### config.mk
export PLATFORM = sky130hd
export DESIGN_NAME = ei_mac_dot_ctrl
export DESIGN_NICKNAME = d
export VERILOG_FILES = /design/src/rtl/ei_mac_ctrl_pkg.sv /design/src/rtl/ei_mac_dot_ctrl.sv
export SDC_FILE = /design/constraint.sdc
export NUM_CORES = 1
export LEC_CHECK = 0
export ABC_AREA = 1
export BUFFER_PORTS_ARGS = -buffer_cell sky130_fd_sc_hd__buf_4
export CAP_MARGIN = 10
export CORE_MARGIN = 4
export CORE_UTILIZATION = 56
export DETAILED_ROUTE_END_ITERATION = 7
export MAX_ROUTING_LAYER = met4
export PLACE_DENSITY = 0.95
export SYNTH_ARGS = -nofsm -noshare
export SYNTH_HDL_FRONTEND = slang
export SYNTH_SLANG_ARGS = --single-unit
### constraint.sdc
create_clock -name clk -period 5.6 [get_ports clk]
set_input_delay 0.56 -clock clk [delete_from_list [all_inputs] [get_ports clk]]
set_output_delay 0.56 -clock clk [all_outputs]
set_load 0.005 [all_outputs]
### src/rtl/ei_mac_ctrl_pkg.sv
// Shared state type and constants for the ei_mac_dot_ctrl dot-product sequencer.
package ei_mac_ctrl_pkg;

    localparam int unsigned ACC_W       = 32;
    localparam int unsigned OP_W        = 8;
    localparam int unsigned WDOG_MARGIN = 8;

    typedef enum logic [2:0] {
        IDLE   = 3'd0,
        CLR    = 3'd1,
        STREAM = 3'd2,
        DRAIN  = 3'd3,
        HOLD   = 3'd4
    } state_e;

endpackage

### src/rtl/ei_mac_dot_ctrl.sv
// Sequences one ei_mac8x8_pipe through a dot product of length len and holds the result.
// Optional DRAIN watchdog enabled by defining EI_MAC_CTRL_WDOG_EN.
module ei_mac_dot_ctrl
    import ei_mac_ctrl_pkg::*;
#(
    parameter int unsigned LAT   = 3,
    parameter int unsigned LEN_W = 8
) (
    input  logic             clk,
    input  logic             rst,
    input  logic             start,
    input  logic [LEN_W-1:0] len,
    input  logic             op_valid,
    output logic             op_ready,
    input  logic [OP_W-1:0]  op_a,
    input  logic [OP_W-1:0]  op_b,
    output logic             mac_en,
    output logic             mac_clr,
    output logic             mac_valid,
    output logic [OP_W-1:0]  mac_a,
    output logic [OP_W-1:0]  mac_b,
    input  logic [ACC_W-1:0] mac_acc,
    input  logic             mac_vout,
    output logic             res_valid,
    input  logic             res_ready,
    output logic [ACC_W-1:0] res_data,
    output logic             res_err,
    output logic             busy
);

    state_e           state_q, state_d;
    logic [LEN_W-1:0] len_q, len_d;
    logic [LEN_W-1:0] issue_cnt_q, issue_cnt_d;
    logic [LEN_W-1:0] ret_cnt_q, ret_cnt_d;
    logic             mac_clr_q, mac_clr_d;
    logic             mac_valid_q, mac_valid_d;
    logic [OP_W-1:0]  mac_a_q, mac_a_d;
    logic [OP_W-1:0]  mac_b_q, mac_b_d;
    logic [ACC_W-1:0] res_data_q, res_data_d;

    logic op_fire;
    logic ret_inc;
    logic ret_done;
    logic issue_last;

`ifdef EI_MAC_CTRL_WDOG_EN
    localparam logic [7:0] WDOG_LIMIT = 8'(LAT + WDOG_MARGIN);

    logic [7:0] wdog_q, wdog_d;
    logic       res_err_q, res_err_d;
    logic       wdog_expired;

    assign wdog_expired = (wdog_q + 8'd1) == WDOG_LIMIT;
    assign res_err      = res_err_q;
`else
    localparam logic [7:0] WDOG_LIMIT = 8'(LAT + WDOG_MARGIN);

    logic unused_wdog_limit;

    assign unused_wdog_limit = ^WDOG_LIMIT;
    assign res_err           = 1'b0;
`endif

    assign busy      = (state_q != IDLE);
    assign mac_en    = busy;
    assign res_valid = (state_q == HOLD);
    assign op_ready  = (state_q == STREAM) && (issue_cnt_q < len_q);
    assign mac_clr   = mac_clr_q;
    assign mac_valid = mac_valid_q;
    assign mac_a     = mac_a_q;
    assign mac_b     = mac_b_q;
    assign res_data  = res_data_q;

    assign op_fire    = op_valid && op_ready;
    assign ret_inc    = mac_vout && ((state_q == STREAM) || (state_q == DRAIN));
    assign issue_last = (issue_cnt_q + LEN_W'(1)) == len_q;
    // Includes a return landing this cycle so the final mac_acc is captured alongside its valid.
    assign ret_done   = (ret_cnt_q + LEN_W'(ret_inc)) == len_q;

    always_comb begin
        state_d     = state_q;
        len_d       = len_q;
        issue_cnt_d = issue_cnt_q;
        ret_cnt_d   = ret_inc ? (ret_cnt_q + LEN_W'(1)) : ret_cnt_q;
        mac_clr_d   = 1'b0;
        mac_valid_d = 1'b0;
        mac_a_d     = mac_a_q;
        mac_b_d     = mac_b_q;
        res_data_d  = res_data_q;
`ifdef EI_MAC_CTRL_WDOG_EN
        wdog_d      = wdog_q;
        res_err_d   = res_err_q;
`endif

        case (state_q)
            IDLE: begin
                if (start) begin
`ifdef EI_MAC_CTRL_WDOG_EN
                    res_err_d = 1'b0;
`endif
                    if (len != '0) begin
                        len_d     = len;
                        mac_clr_d = 1'b1;
                        state_d   = CLR;
                    end else begin
                        res_data_d = '0;
                        state_d    = HOLD;
                    end
                end
            end

            CLR: begin
                issue_cnt_d = '0;
                ret_cnt_d   = '0;
                state_d     = STREAM;
            end

            STREAM: begin
                if (op_fire) begin
                    mac_valid_d = 1'b1;
                    mac_a_d     = op_a;
                    mac_b_d     = op_b;
                    issue_cnt_d = issue_cnt_q + LEN_W'(1);
                    if (issue_last) begin
                        state_d = DRAIN;
`ifdef EI_MAC_CTRL_WDOG_EN
                        wdog_d  = '0;
`endif
                    end
                end
            end

            DRAIN: begin
                if (ret_done) begin
                    res_data_d = mac_acc;
                    state_d    = HOLD;
                end
`ifdef EI_MAC_CTRL_WDOG_EN
                else begin
                    wdog_d = wdog_q + 8'd1;
                    if (wdog_expired) begin
                        res_data_d = mac_acc;
                        res_err_d  = 1'b1;
                        state_d    = HOLD;
                    end
                end
`endif
            end

            HOLD: begin
                if (res_ready) begin
                    state_d = IDLE;
                end
            end

            default: begin
                state_d = IDLE;
            end
        endcase
    end

    always_ff @(posedge clk or posedge rst) begin
        if (rst) begin
            state_q     <= IDLE;
            len_q       <= '0;
            issue_cnt_q <= '0;
            ret_cnt_q   <= '0;
            mac_clr_q   <= 1'b0;
            mac_valid_q <= 1'b0;
            mac_a_q     <= '0;
            mac_b_q     <= '0;
            res_data_q  <= '0;
`ifdef EI_MAC_CTRL_WDOG_EN
            wdog_q      <= '0;
            res_err_q   <= 1'b0;
`endif
        end else begin
            state_q     <= state_d;
            len_q       <= len_d;
            issue_cnt_q <= issue_cnt_d;
            ret_cnt_q   <= ret_cnt_d;
            mac_clr_q   <= mac_clr_d;
            mac_valid_q <= mac_valid_d;
            mac_a_q     <= mac_a_d;
            mac_b_q     <= mac_b_d;
            res_data_q  <= res_data_d;
`ifdef EI_MAC_CTRL_WDOG_EN
            wdog_q      <= wdog_d;
            res_err_q   <= res_err_d;
`endif
        end
    end

endmodule

**Word-level counts from Yosys, hierarchy flattened**

Cells that the tools add are included.

- Bits in latches: 0
- Register bits after elaboration: 77
- Bits of input ports: 62
- Output and inout port bits: 55
- Memory bits (read-only): 0
- Word-level logic and storage cells: 60
- Memory bits (writable): 0
- Memories kept: 0

- $add $sub $neg: 3
- Bitwise logic cells: 0
- Divide/modulo/power cells: 0
- Order comparisons: 1
- Muxes and demuxes: 20
- Shifts and indexed selects: 0
- Reduce and logical (&&, ||, !) cells: 15
- Multipliers: 0
- Equality and inequality tests: 12

Operators with widths:

| kind | number |
|---|---|
| 32-bit 2-to-1 mux | 3 |
| 32-bit case mux with 2 select lines | 1 |
| 8-bit 2-to-1 mux | 3 |
| 3-bit 2-to-1 mux | 6 |
| 8-bit by 1-bit adder with 8-bit output (second input constant) | 2 |
| 8-bit equality test | 2 |
| 8-bit case mux with 2 select lines | 1 |
| 3-bit case mux with 5 select lines | 1 |
| 2-bit inequality test (second input constant) | 5 |
| 8-bit by 1-bit adder with 8-bit output | 1 |
| 8-bit less-than comparator | 1 |
| 8-bit nonzero test | 1 |
| 3-bit by 2-bit equality test with 1-bit output (second input constant) | 2 |
| 2-bit nonzero test | 3 |
| 1-bit 2-to-1 mux | 5 |
| 5-bit AND reduction | 1 |
| 2-bit AND reduction | 2 |
| 4-bit AND reduction | 1 |
| 3-bit by 1-bit equality test with 1-bit output (second input constant) | 1 |
| 3-bit equality test (second input constant) | 1 |
| 1-bit logical AND | 3 |
| 3-bit zero test | 1 |
| 3-bit AND reduction | 1 |
| 3-bit nonzero test | 1 |
| other kinds (2) | 2 |

**Longest topological paths before layout**

Gate-level depths: netlist of the first run.

- Depth in word-level cells: 7
- Gate-level depth with buffers: 17
- Mapped depth without buffers: 16

**Worst setup path after synthesis of the first run**

Ideal clock, no wire load.

- Path kind: input to register
- From: in mac_vout
- To: reg res_data_q[0], in the netlist res_data[0]
- Arrival: 2.253 ns
- Path buffers: 1
- Stages on the path: 16
- Required time: 5.483 ns
- Library setup time: 0.117 ns
- Slack: 3.230 ns
- Cell sequence: inv_1 -> nor2_1 -> ha_1 -> ha_1 -> nand3_1 -> inv_1 -> nand2_1 -> nand2_1 -> nand3_1 -> nor2_1 -> nand3_2 -> a21oi_4 -> nand2_4 -> buf_6 -> nand2_1 -> nand2_1

- Cells in the longest elaborated chain, start to end: 5

RTL lines:

| element | line | source |
|---|---|---|
| start, declared | ei_mac_dot_ctrl.sv:23 | `input logic mac_vout,` |
| 1-bit logical AND | ei_mac_dot_ctrl.sv:75 | `assign ret_inc = mac_vout && ((state_q == STREAM) \|\| (state_q == DRAIN));` |
| 8-bit by 1-bit adder with 8-bit output | ei_mac_dot_ctrl.sv:78 | `assign ret_done = (ret_cnt_q + LEN_W'(ret_inc)) == len_q;` |
| 8-bit equality test | ei_mac_dot_ctrl.sv:78 |  |
| 2-bit inequality test (no source line) | -- |  |
| 4-bit AND reduction (no source line) | -- |  |
| end signal, assigned | ei_mac_dot_ctrl.sv:186 | `res_data_q <= res_data_d;` |
| end, declared | ei_mac_dot_ctrl.sv:39 | `logic [ACC_W-1:0] res_data_q, res_data_d;` |

No other way between the ends.
A chain may end at the register's enable or synchronous reset.

**Final worst setup path of the first run**

- From: reg state_q[2]
- To: reg res_data_q[19], in the netlist res_data[19]

- Cells in the longest elaborated chain, start to end: 7
- Elaborated cells between the ends (all ways): 13
- Those cells by class: add/sub (1); eq/ne (6); mux (1); reduce/logical (5)

RTL lines:

| element | line | source |
|---|---|---|
| start, declared | ei_mac_dot_ctrl.sv:31 | `state_e state_q, state_d;` |
| start signal, assigned | ei_mac_dot_ctrl.sv:178 | `state_q <= state_d;` |
| 3-bit by 2-bit equality test with 1-bit output (on tied branches) | ei_mac_dot_ctrl.sv:75, ei_mac_dot_ctrl.sv:95 |  |
| 1-bit logical OR | ei_mac_dot_ctrl.sv:75 |  |
| 1-bit logical AND | ei_mac_dot_ctrl.sv:75 |  |
| 8-bit by 1-bit adder with 8-bit output | ei_mac_dot_ctrl.sv:78 |  |
| 8-bit equality test | ei_mac_dot_ctrl.sv:78 |  |
| 2-bit inequality test (no source line) | -- |  |
| 4-bit AND reduction (no source line) | -- |  |

Several ways; a longest one is shown, not always the timed one.

==> results of run 1 <==
per-layer routing:
metal,vias up,wire length [um],track usage [%]
met5,-,0,-
met4,0,272,10.6
met3,27,539,4.39
met2,141,5050,42.9
met1,1792,3920,29.2
li1,1813,-,-
registers in the layout, indices dropped and copies added (netlist names):
register and flops:
state_q 3, len_q 8, mac_clr 1, issue_cnt_q 8, mac_valid 1, mac_b 8
ret_cnt_q 8, res_data 32, mac_a 8
cells in the mapped netlist, types with 2 or more instances:
| library cell | instances |
|---|---|
| sky130_fd_sc_hd__nand3_1 | 66 |
| sky130_fd_sc_hd__nor4_1 | 3 |
| sky130_fd_sc_hd__inv_1 | 43 |
| sky130_fd_sc_hd__nor3_1 | 6 |
| sky130_fd_sc_hd__clkbuf_1 | 7 |
| sky130_fd_sc_hd__buf_4 | 6 |
| sky130_fd_sc_hd__buf_6 | 3 |
| sky130_fd_sc_hd__a21oi_1 | 11 |
| sky130_fd_sc_hd__o21ai_0 | 21 |
| sky130_fd_sc_hd__nand2_1 | 204 |
| sky130_fd_sc_hd__ha_1 | 12 |
| sky130_fd_sc_hd__dfrtp_1 | 77 |
| sky130_fd_sc_hd__nor2_1 | 20 |
| sky130_fd_sc_hd__xor2_1 | 3 |
| sky130_fd_sc_hd__o22ai_1 | 4 |
| sky130_fd_sc_hd__xnor2_1 | 2 |
worst min-delay path, stage by stage:
cell	delay [ns]
sky130_fd_sc_hd__buf_4	0.08
sky130_fd_sc_hd__nand2_1	0.04
sky130_fd_sc_hd__nand2_1	0.05
cells by family after synthesis:
logic type                 after synthesis  synth area share, %
and+or+nand+nor                        306                 32.8
DFF                                     77                 49.6
buffers and inverters                   61                 7.09
AOI/OAI and AO/OA                       38                 5.38
adders and majority gates               12                 3.87
xor gates and xnor gates                 5                 1.13
other                                    1               0.0966
power by group:
group	switching, W	internal (W)	total (W)
logic	0.000624	0.000482	0.00111
registers	0.000155	0.000776	0.000931
clock network	0.000204	0.000203	0.000407
total	0.000983	0.00146	0.00244
per-stage QoR:
step | utilization (%) | hold slack (ns) | power, W
floorplan | - | 0.465 | 0.00157
CTS | 73.2 | 0.398 | 0.00245
finish | 73.2 | 0.406 | 0.00244
global placement | 70.4 | 0.456 | 0.00198
detailed placement | 70.4 | 0.460 | 0.00204
global route | 73.2 | 0.403 | 0.00265
area by class of cell:
class | instances | share of cell area (%)
clock buffers | 9 | 2.50
clock inverters | 6 | 1.31
inverters | 44 | 3.34
multi-input cells | 362 | 34.0
flip-flops and latches | 77 | 38.9
well taps | 80 | 2.02
repair buffers | 118 | 17.9
final timing paths:
| check | cells after the start | startpoint | end |
|---|---|---|---|
| worst min-delay path | 3 | op_a[5] | mac_a[5]$_DFFE_PP0P_ |
| worst max-delay path | 16 | state_q[2]$_DFFE_PP0P_ | res_data[19]$_DFFE_PP0P_ |
| worst min register to register | 2 | res_data[23]$_DFFE_PP0P_ | res_data[23]$_DFFE_PP0P_ |
| worst max register to register | 16 | state_q[2]$_DFFE_PP0P_ | res_data[19]$_DFFE_PP0P_ |
| min in group asynchronous | 3 | rst | mac_a[3]$_DFFE_PP0P_ |
| max in group asynchronous | 3 | rst | res_data[21]$_DFFE_PP0P_ |
==> implementation parameters, run 1 <==
Parameter                              Value

Placement
  Port Buffer Count ... between 100 and 150
  Post-placement setup slack ... 2.15 ns
  Inst Count DP ... 681
  Instance area after placement ... 4760 um^2
  Final HPWL from detailed placement ... approximately 7300 um
  Global placer's final weighted congestion ... between 0.9 and 1

Cells and area
  Post-route standard cell area excluding fillers ... 4950 um^2
  Most frequent standard cell in the layout excluding fill and tap cells ... sky130_fd_sc_hd__nand2_1
  Non-filler cells in the finished layout ... between 600 and 700
  Commonest cells after routing, fill and taps aside ... 204 x sky130_fd_sc_hd__nand2_1, 118 x sky130_fd_sc_hd__buf_4, 77 x sky130_fd_sc_hd__dfrtp_1
  Fill count ... a little over 500
  Footprint of the multi-input gates ... about 1700 um^2
  Area growth syn-to-layout ... 27.5%
  NumNets Final ... between 600 and 700
  Seq. cell area ... between 1500 and 2000 um^2
  Layout cells sized above 1 ... ~23%
  Inserted Diodes ... 0

CTS
  Buffer depth of the longest clock path ... 2
  Hold bufs inserted after CTS ... 0
  Clock-pin slew of the registers on the worst-case setup and hold paths ... approximately 0.09 ns
  Number of CTS-inserted buffers ... 9
  H-tree lvl count ... 3
  Clk Tree Root Cell ... sky130_fd_sc_hd__clkbuf_8
  Postcts setup bufs ... 0
  Clock sinks ... 77
  Number of resized instances in the post-cts repair step ... 0
  CTS tree ... yes
  Clock insertion delay at the later pin of the skew report ... roughly 0.35 ns

Critical path
  Critical Path Fanout Max ... 35
  Crit path capture type ... flip-flop
  Critical path's most frequent cell ... sky130_fd_sc_hd__nand2_1
  Data arrival at the endpoint of the critical path ... between 3 and 4 ns
  Slowest stage cell on the critical path ... sky130_fd_sc_hd__a21oi_4
  Required time reported for the critical path endpoint ... 5.84 ns
  Cells along the critical path ... inv_1 > nand2_1 > nor2_1 > ha_1 > ha_1 > nand3_1 > inv_1 > nand2_1 > nand2_1 > nand3_1 > nor2_1 > nand3_2 > a21oi_4 > nand2_4 > nand2_1 > nand2_1
  Top cell family by delay on the critical path ... simple AND/OR/NAND/NOR gates
  Worst setup path category ... reg2reg
  Setup crit start kind ... flip-flop
  Reg-to-reg slack, setup ... 2.15 ns
  Number of buffers and inverters on the critical path ... 2
  Largest incremental delay on the critical path ... 0.72 ns

Timing
  Normalized max-slew margin ... between 30% and 40%
  Sum Neg Setup Slack ... 0 ns
  Final hold violation count ... 0
  Worst Max-Slew Pin Slew ... approximately 0.94 ns
  Fmax ... approximately 0.29 GHz
  Skew final ... 0.0161 ns
  Final period demand of the worst path ... around 3.5 ns
  Period utilisation layout ... 61.7%
  Count of pins over their slew limit ... 0
  Setup repair after global routing missed its margin ... no
  Total setup violations reported at the end of the flow ... 0
  Slack of the critical path ... ~2.1 ns

Synth
  Number of cells produced by synthesis ... 500
  Async SR Flop Fraction ... 100%
  Primary FF master, synth ... sky130_fd_sc_hd__dfrtp_1
  Nets in the synthesized netlist ... between 500 and 600
  Number of unique standard cell types used by synthesis ... 28
  Per-instance average area after synthesis ... between 7 and 8 um^2
  Number of flip-flops and latches in the synthesized netlist ... between 70 and 80
  Number of flops mapped to enable cells by yosys ... 0
  Biggest area consumer among synthesized cells ... sky130_fd_sc_hd__dfrtp_1
  Fraction of the yosys area taken by sequential cells ... around 50%
  Synthesis warning total ... 0
  Cell types occupying the most area after synthesis ... sky130_fd_sc_hd__dfrtp_1 50%, sky130_fd_sc_hd__nand2_1 20%, sky130_fd_sc_hd__nand3_1 8.5%
  Proportion of netlist area held by the largest area contributor ... between 40% and 50%
  Total standard cell area after synthesis ... 3880 um^2

Global route
  Maximum number of pins on one net before global-route repair ... 78
  Total congestion overflow after global routing ... 0
  Total GRT Usage ... between 20% and 30%
  Antenna violations before repair ... 0
  Vias in the first global route ... approximately 3,800
  First-pass GRT wire length ... 16,600 um

Run status
  Status ... complete, no violations

Die
  Die outline area ... roughly 8300 um^2
  Die Height ... 91.3 um
  Effective utilization at floorplan ... a little under three fifths
  Width of the chip ... roughly 91 um
  Number of placed I/O pins ... about 120
  Floorplan Core Area ... just under 7000 um^2
  Core Rows ... 30

Run
  Max Cap Viol ... 0

Drt
  Length of the first detailed-routing pass in iterations ... 5
  DR DRC count ... 0
  Avg Vias per Cell ... about 5.4
  Antenna-violating nets left ... 0
  Detailed Route Iter0 Violations ... 197
  WL per Instance ... around 14 um
  Via count ... roughly 3,800
  Final wirelength ... 9780 um

Power
  LEAKAGE ... ~2.8 nW
  Cell area power density ... 494 nW/um^2
  Peak ir drop on the vdd network ... around 0.00038 V

Worst hold path
  Class of the worst hold path ... in2reg
Note: power is estimated with default switching activity, not from simulation.
==> inputs of run 2 (changes only) <==
- CORE_UTILIZATION: 56 -> 47
- PLACE_DENSITY: 0.95 -> 0.88
- clock period: 5.6 -> 3 ns (I/O delays scaled with it)
==> implementation parameters, run 2 (synthesis gave the netlist of run 1 again) <==
Parameter                              Value

Run status
  Status ... complete, no violations

Run
  Max Cap Viol ... 0 (unchanged)

Cells and area
  NumNets Final ... 690 (+0.58%)
  Area growth syn-to-layout ... 29.3%
  Non-filler cells in the finished layout ... 723 (+3.9%)
  Layout cells sized above 1 ... 23.7% (+0.78 points)
  Most frequent standard cell in the layout excluding fill and tap cells ... sky130_fd_sc_hd__nand2_1
  Commonest cells after routing, fill and taps aside ... 204 x sky130_fd_sc_hd__nand2_1, 120 x sky130_fd_sc_hd__buf_4, 77 x sky130_fd_sc_hd__dfrtp_1
  Max FFs per register ... 32 (unchanged)
  Inserted Diodes ... 0 (unchanged)

CTS
  Clock-pin slew of the registers on the worst-case setup and hold paths ... 0.09 ns (about the same)
  Hold bufs inserted after CTS ... 0 (unchanged)
  Clk Tree Root Cell ... sky130_fd_sc_hd__clkbuf_8
  Buffer depth of the longest clock path ... 2 (unchanged)
  Clock sinks ... 77 (unchanged)
  Number of CTS-inserted buffers ... 9 (unchanged)
  Clock insertion delay at the later pin of the skew report ... 0.35 ns (about the same)
  H-tree lvl count ... 3 (unchanged)
  CTS tree ... yes

Power
  Peak ir drop on the vdd network ... 0.000522 V (+37%)
  Overall Power ... 0.00459 W (+88%)
  LEAKAGE ... 2.78 nW (+0.87%)
  Cell area power density ... 915 nW/um^2 (+85%)

Critical path
  Crit path capture type ... flip-flop
  Number of cells traversed by the worst register-to-register path ... 15 (-1)
  Worst setup path category ... reg2reg
  Required time reported for the critical path endpoint ... 3.28 ns (-2.56 ns)
  Data arrival at the endpoint of the critical path ... 3.08 ns (-0.61 ns)
  Critical Path Fanout Max ... 30 (-14%)
  Setup crit start kind ... flip-flop

Die
  Core Rows ... 32 (+6.7%)
  Effective utilization at floorplan ... 49.2% (-8.2 points)
  Floorplan Core Area ... 7890 um^2 (+17%)
  Die outline area ... 9780 um^2 (+17%)
  Width of the chip ... 98.9 um (+8.4%)
  Number of placed I/O pins ... 117 (unchanged)
  Die Height ... 98.9 um (+8.4%)

Timing
  Setup repair after global routing missed its margin ... no
  Final hold violation count ... 0 (unchanged)
  Fmax ... 0.357 GHz (+23%)
  Skew final ... 0.0111 ns (-0.00497 ns)
  Worst Max-Slew Pin Slew ... 0.909 ns (-0.0276 ns)
  Total setup violations reported at the end of the flow ... 0 (unchanged)
  Sum Neg Setup Slack ... 0 ns (unchanged)
  Normalized max-slew margin ... 39.2% (+1.6 points)
  Final period demand of the worst path ... 2.80 ns (-0.653 ns)
  Count of pins over their slew limit ... 0 (unchanged)
  Period utilisation layout ... 93.4% (+32 points)

Placement
  Global placer's final weighted congestion ... 1.04 (+14%)
  Port Buffer Count ... 115 (unchanged)
  Final HPWL from detailed placement ... 7560 um (+3.3%)
  Inst Count DP ... 705 (+3.5%)

Global route
  Vias in the first global route ... 3,498 (-8.2%)
  Total congestion overflow after global routing ... 0 (unchanged)
  Antenna violations before repair ... 0 (unchanged)
  Total GRT Usage ... 20.7% (-4.4 points)
  First-pass GRT wire length ... 16,000 um (-3.8%)
  Maximum number of pins on one net before global-route repair ... 47 (-40%)

Drt
  Final wirelength ... 10,000 um (+2.4%)
  Detailed Route Iter0 Violations ... 196 (-0.51%)
  WL per Instance ... 13.9 um (-1.4%)
  Antenna-violating nets left ... 0 (unchanged)
  Length of the first detailed-routing pass in iterations ... 5 (unchanged)
  DR DRC count ... 0 (unchanged)
  Avg Vias per Cell ... 5.23 (-3.5%)
  Via count ... 3,784 (+0.29%)

Worst hold path
  Class of the worst hold path ... in2async
-- run 2: layer usage --
layer  track usage [%]  wire [um]  vias to the layer above
met2              33.5       4960                      186
li1                  -          -                     1826
met4              8.61        354                        0
met3              5.24        740                       36
met5                 -          0                        -
met1              24.7       3970                     1736
-- run 2: path summary, 6_finish.rpt --
kind                                             start                          to  slack, ns
worst max register to register  state_q[2]$_DFFE_PP0P_    res_data[11]$_DFFE_PP0P_       0.20
worst min-delay path                               rst  issue_cnt_q[3]$_DFFE_PP0P_       0.05
worst max-delay path            state_q[2]$_DFFE_PP0P_    res_data[11]$_DFFE_PP0P_       0.20
max in group asynchronous                          rst    res_data[28]$_DFFE_PP0P_       2.26
min in group clk                               op_b[5]        mac_b[5]$_DFFE_PP0P_       0.14
worst min register to register    mac_b[2]$_DFFE_PP0P_        mac_b[2]$_DFFE_PP0P_       0.48
-- run 2: timing repair --
action / CTS / global route
gates resized for setup: 0 / 3
setup buffers: 0 / 2
setup endpoints to repair: 0 / 32
-- run 2: critical path: stages, from the launching register on --
cell and delay [ns]:
sky130_fd_sc_hd__dfrtp_1 0.40, sky130_fd_sc_hd__inv_1 0.12, sky130_fd_sc_hd__nand2_1 0.13, sky130_fd_sc_hd__nor2_2 0.19, sky130_fd_sc_hd__ha_1 0.20, sky130_fd_sc_hd__ha_1 0.26
sky130_fd_sc_hd__nand2_1 0.11, sky130_fd_sc_hd__nand2_1 0.06, sky130_fd_sc_hd__nor2_1 0.11, sky130_fd_sc_hd__nand3_1 0.09, sky130_fd_sc_hd__nor2_1 0.14, sky130_fd_sc_hd__nand3_2 0.12
sky130_fd_sc_hd__a21oi_4 0.30, sky130_fd_sc_hd__buf_6 0.27, sky130_fd_sc_hd__nand3_1 0.12, sky130_fd_sc_hd__nand2_1 0.09
-- run 2: power breakdown --
| part | leakage, nW | total [W] | internal (W) | switching [W] |
|---|---|---|---|---|
| Clock | 0.0962 | 0.000710 | 0.000322 | 0.000388 |
| Combinational | 1.70 | 0.00215 | 0.000948 | 0.00120 |
| Sequential | 0.987 | 0.00174 | 0.00145 | 0.000287 |
| Total | 2.78 | 0.00459 | 0.00272 | 0.00187 |
-- run 2: cell type report --
class                           instances  area (um^2)
Fill cell                             647         2870
Sequential cell                        77         1930
Multi-Input combinational cell        362         1690
Timing Repair Buffer                  122          932
Inverter                               44          165
Clock buffer                           10          138
Tap cell                              102          128
Clock inverter                          6         37.5
-- run 2: per-stage QoR --
step,util (%),setup slack (ns),hold WS [ns],instance area (um^2)
after floorplan,-,0.672,0.417,3880
after detailed placement,61.0,0.176,0.456,4810
after global placement,61.0,0.363,0.453,4810
after CTS,63.3,0.119,0.0706,4990
after global routing,63.6,0.0456,0.118,5020
final,63.6,0.198,0.0539,5020
